`config.mk`:
```
export PLATFORM = sky130hd
export DESIGN_NAME = serial_subtractor8
export DESIGN_NICKNAME = d
export VERILOG_FILES = /design/src/rtl/serial_subtractor8.sv
export SDC_FILE = /design/constraint.sdc
export NUM_CORES = 1
export LEC_CHECK = 0
export BUFFER_PORTS_ARGS = -buffer_cell sky130_fd_sc_hd__buf_2
export CORE_UTILIZATION = 51
export DETAILED_ROUTE_END_ITERATION = 10
export HOLD_SLACK_MARGIN = 0.02
export PLACE_DENSITY = 0.75
export SLEW_MARGIN = 20
export SYNTH_ARGS = -nofsm -noshare
export SYNTH_HDL_FRONTEND = slang
export SYNTH_SLANG_ARGS = --single-unit
```
`constraint.sdc`:
```
create_clock -name clock -period 2.2 [get_ports clock]
set_input_delay 0.22 -clock clock [delete_from_list [all_inputs] [get_ports clock]]
set_output_delay 0.22 -clock clock [all_outputs]
set_load 0.02 [all_outputs]
```
`src/rtl/serial_subtractor8.sv`:
```
`default_nettype none
// ============================================================================
// Module   : serial_subtractor8
// Purpose  : Bit-serial 8-bit subtractor (A-B, LSB first, one cell) with
//            registered result and active-low seven-segment decode.
// Options  : SUB_SIGNED_OVF_EN adds the registered signed-overflow output.
// Revision : 1.0 - initial release
// ============================================================================
module serial_subtractor8 (
  input  logic       clock,
  input  logic       Reset,
  input  logic [7:0] D,
  input  logic       load,
  output logic [7:0] Diff,
  output logic       Borrow,
  output logic       Busy,
  output logic       Done,
`ifdef SUB_SIGNED_OVF_EN
  output logic       Overflow,
`endif
  output logic [6:0] HEX1,
  output logic [6:0] HEX0
);

  localparam logic [1:0] S_IDLE   = 2'd0;
  localparam logic [1:0] S_WAIT_B = 2'd1;
  localparam logic [1:0] S_RUN    = 2'd2;
  localparam logic [1:0] S_DONE   = 2'd3;

  logic [1:0] state_q, state_d;
  logic [7:0] a_q, a_d;
  logic [7:0] b_q, b_d;
  logic [7:0] sr_q, sr_d;
  logic [2:0] cnt_q, cnt_d;
  logic       bor_q, bor_d;
  logic [7:0] diff_q, diff_d;
  logic       borrow_q, borrow_d;
  logic       d_bit, b_out;

  assign d_bit = a_q[0] ^ b_q[0] ^ bor_q;
  assign b_out = (~a_q[0] & b_q[0]) | (~(a_q[0] ^ b_q[0]) & bor_q);

`ifdef SUB_SIGNED_OVF_EN
  // Operand sign bits are kept aside because A and B are shifted away in RUN.
  logic a7_q, a7_d, b7_q, b7_d, ovf_q, ovf_d;
`endif

  always_comb begin
    state_d  = state_q;
    a_d      = a_q;
    b_d      = b_q;
    sr_d     = sr_q;
    cnt_d    = cnt_q;
    bor_d    = bor_q;
    diff_d   = diff_q;
    borrow_d = borrow_q;
`ifdef SUB_SIGNED_OVF_EN
    a7_d  = a7_q;
    b7_d  = b7_q;
    ovf_d = ovf_q;
`endif
    case (state_q)
      S_IDLE, S_DONE: begin
        if (load) begin
          a_d     = D;
          state_d = S_WAIT_B;
`ifdef SUB_SIGNED_OVF_EN
          a7_d = D[7];
`endif
        end
      end
      S_WAIT_B: begin
        if (load) begin
          b_d     = D;
          bor_d   = 1'b0;
          cnt_d   = 3'd0;
          state_d = S_RUN;
`ifdef SUB_SIGNED_OVF_EN
          b7_d = D[7];
`endif
        end
      end
      S_RUN: begin
        a_d   = {1'b0, a_q[7:1]};
        b_d   = {1'b0, b_q[7:1]};
        sr_d  = {d_bit, sr_q[7:1]};
        bor_d = b_out;
        cnt_d = cnt_q + 3'd1;
        if (cnt_q == 3'd7) begin
          diff_d   = {d_bit, sr_q[7:1]};
          borrow_d = b_out;
          state_d  = S_DONE;
`ifdef SUB_SIGNED_OVF_EN
          ovf_d = (a7_q != b7_q) && (d_bit != a7_q);
`endif
        end
      end
      default: state_d = S_IDLE;
    endcase
  end

  always_ff @(posedge clock) begin
    if (Reset) begin
      state_q  <= S_IDLE;
      a_q      <= 8'd0;
      b_q      <= 8'd0;
      sr_q     <= 8'd0;
      cnt_q    <= 3'd0;
      bor_q    <= 1'b0;
      diff_q   <= 8'd0;
      borrow_q <= 1'b0;
    end else begin
      state_q  <= state_d;
      a_q      <= a_d;
      b_q      <= b_d;
      sr_q     <= sr_d;
      cnt_q    <= cnt_d;
      bor_q    <= bor_d;
      diff_q   <= diff_d;
      borrow_q <= borrow_d;
    end
  end

`ifdef SUB_SIGNED_OVF_EN
  always_ff @(posedge clock) begin
    if (Reset) begin
      a7_q  <= 1'b0;
      b7_q  <= 1'b0;
      ovf_q <= 1'b0;
    end else begin
      a7_q  <= a7_d;
      b7_q  <= b7_d;
      ovf_q <= ovf_d;
    end
  end
  assign Overflow = ovf_q;
`endif

  function automatic logic [6:0] seg7(input logic [3:0] n);
    logic [6:0] s;
    case (n)
      4'h0: s = 7'b1000000;
      4'h1: s = 7'b1111001;
      4'h2: s = 7'b0100100;
      4'h3: s = 7'b0110000;
      4'h4: s = 7'b0011001;
      4'h5: s = 7'b0010010;
      4'h6: s = 7'b0000010;
      4'h7: s = 7'b1111000;
      4'h8: s = 7'b0000000;
      4'h9: s = 7'b0010000;
      4'hA: s = 7'b0001000;
      4'hB: s = 7'b0000011;
      4'hC: s = 7'b1000110;
      4'hD: s = 7'b0100001;
      4'hE: s = 7'b0000110;
      default: s = 7'b0001110;
    endcase
    return s;
  endfunction

  assign Diff   = diff_q;
  assign Borrow = borrow_q;
  assign Busy   = (state_q == S_RUN);
  assign Done   = (state_q == S_DONE);
  assign HEX1   = seg7(diff_q[7:4]);
  assign HEX0   = seg7(diff_q[3:0]);

endmodule
`default_nettype wire

```
==> results.toml <==
[timing]
rsz0062_at_grt = "true"
slew_headroom_pct = 68.4
tightest_slew_ps = 474
fin_crit_ps = 2100
drv_slew = 0
fin_ws_ps = 95.8
finalClockSkew_ps = 5.30
hold_violations = 0
setup_violations = 0
final.period_utilization_pct = 95.6
fmax_mhz = 475

[critical_path]
cp_slowest_cell = "or3_1"
crit_path_max_fanout = 6
crit_arrival_ps = 2350
reg2reg_from = "cnt_q[0]$_SDFFE_PP0P_"
crit_path_start = "cnt_q[0]$_SDFFE_PP0P_"
critPathMaxStageDelay_ps = 370
cp-end-kind = "register"
cp_data_required_time_ps = 2450
cp-start-kind = "register"
crit_path_cell_trace = "ha_1 > ha_4 > nand2_2 > buf_6 > a31o_4 > ha_1 > or3_1 > a21oi_1"
critPathBufInv = 1
cp_top_family = "adder cells"
cp_common_cell = "ha_1"
crit_type = "register to register"

[final_layout]
drive_gt1_share_pct = 25.0
final_cell_area_sq_um = 3090
layout_commonest_cell = "dfxtp_1"
mostFrequentLayoutCells = "dfxtp_1 (52), buf_2 (35), nor2_1 (31)"
area_delta_synth_final_pct = 16.3
antenna_cells = 0
nets = 353

[floorplan]
ioPinCount = 36
die_h_microns = 74.2
start_util_pct = 54.4
die-area_sq_um = 5500
core_area_sq_um = 4880
rows = 25
fp.dieW_microns = 74.2

[logic_synthesis]
synth_cells = 281
synth.yosys.warnings = 0
synth.avg_cell_area_sq_um = 9.45
synth_edf_count = 0
ys_seq_elements = 52
synth_cell_types = 51
seq_area_frac_synth_pct = 39.2
syn-cell-area_sq_um = 2660
async_flop_share_pct = 0
syn_nets = 311
ys.flop_type = "dfxtp_1"

[cts]
cts-root-buf = "clkbuf_8"
clkTransAtPathRegs_ps = 90
cts_tree = "done"
cts_made_buffers = 5
clkLatencyLatePin_ps = 310
cts_htree_levels = 2
clk_path_buf_depth = 2
clkSinkCount = 52

[power]
total_power_mw = 2.57
max-vdd-ir-drop_mv = 0.508
powerDensity_nw_per_um2 = 833
leakagePower_nw = 1.32

[min_path]
hold_start = "D[4]"
hp-class = "input pin to register"

[place]
dpl.hpwl_microns = 3710
place_ws_ps = 11.6
placedInstanceArea_sq_um = 2940
numPortBuffers = 35
gp_congestion = 0.914

[routing]
wirelength_microns = 5230
drc_errors = 0
first_iter_violations = 165
num_vias = 2127
vias_per_cell = 5.44
postRouteAntennaNets = 0
avgRoutedWirePerCell_microns = 13.4
dr.pass1.iters = 4

[flow_run]
maxCapViolCount = 0

[status]
status = "completed"

[global_route]
grt_pass1_vias = 1958
grt_max_degree = 37
grt_pass1_wl_microns = 8700
antenna_found_initial = 0
overflow = 0
track_usage_pct = 20.9
[Yosys cell counts, types with 2 or more instances]
master,number,area share [%]
nor2b_1,2,0.47
a32oi_1,2,0.66
nand3b_1,2,0.57
inv_1,17,2.4
nor3_1,4,0.75
clkbuf_1,5,0.71
xnor2_1,2,0.66
dfxtp_1,52,39
nand2b_1,3,0.71
buf_2,6,1.1
and4b_1,4,1.5
a21oi_1,15,2.8
o22ai_1,4,0.94
a211oi_1,17,4.8
ha_1,18,8.5
o211ai_1,3,0.85
nand3_1,5,0.94
nor2_1,32,4.5
a31o_2,2,0.66
o21ai_0,4,0.75
o32ai_1,2,0.66
buf_6,4,1.7
or2_4,2,0.66
or3_1,2,0.47
mux2i_1,28,11
nand2_1,15,2.1
a31oi_1,5,1.2
[metrics by stage]
step | TNS [ps] | instances | hold WS, ps | util, %
2_1_floorplan | 0 | 281 | 411 | -
3_3_place_gp | 0 | 382 | 444 | 60.3
6_report | 0 | 391 | 253 | 63.3
3_5_place_dp | 0 | 382 | 448 | 60.3
5_1_grt | -1.20 | 391 | 249 | 63.3
4_1_cts | 0 | 390 | 248 | 62.6
[where the power goes]
group	total [mW]	leakage (nW)	switching, mW	internal (mW)
logic	0.776	0.844	0.451	0.324
clock network	0.648	0.0552	0.310	0.338
registers	1.15	0.423	0.0760	1.07
[worst reg2reg max path, cell delays in order (launching register included)]
cell and delay, ps:
dfxtp_1 360, ha_1 190, ha_4 170, nand2_2 100
buf_6 140, a31o_4 260, ha_1 320, or3_1 370
a21oi_1 140
[cells by family (layout without fill, tap and decap cells)]
group / Yosys count / count (layout) / share of synthesized area, %
xor gates and xnor gates: 2 / 2 / 0.660
DFF: 52 / 52 / 39.2
muxes: 31 / 31 / 12.3
and+or+nand+nor: 76 / 76 / 14.0
adders and majority gates: 19 / 19 / 9.24
buffers and inverters: 34 / 77 / 6.41
AOI/OAI and AO/OA: 67 / 67 / 18.2
[worst paths after layout]
check | end | slack [ps] | cells after the start
max | HEX1[1]$_DFF_P_ | 100 | 8
min | a_q[4]$_SDFFE_PP0P_ | 250 | 3
min reg2reg | Borrow$_SDFFE_PP0N_ | 460 | 2
max reg2reg | HEX1[1]$_DFF_P_ | 100 | 8
[registers in the layout, summed over array words and instances (netlist names)]
name     count
Diff         8
a_q          8
b_q          8
HEX0         7
HEX1         7
sr_q         7
cnt_q        3
state_q      2
Borrow       1
bor_q        1
[layout make-up]
cell class / instances / area (sq um)
well taps: 67 / 83.8
clock inverters: 2 / 35.0
flip-flops and latches: 52 / 1040
multi-input cells: 195 / 1490
clock buffers: 6 / 72.6
repair buffers: 51 / 299
inverters: 18 / 68.8
fillers: 419 / 1790
[per-layer routing]
metal,part of all wire [%],track usage [%],vias to the layer above
met3,3.9,4.88,6
met2,46,33.6,45
met5,0,0,-
met4,1.6,10.0,0
met1,48,26.5,989
li1,-,-,1087
[what timing repair did]
item | 4_1_cts | 5_1_grt
cloned | 0 | 0
endpoints found under the setup margin | 1 | 7
resized for setup | 1 | 6
setup buffers | 0 | 1
hold buffers | 0 | 0
pin swaps | 0 | 1
No activity file was read; power rests on OpenSTA's default activity.
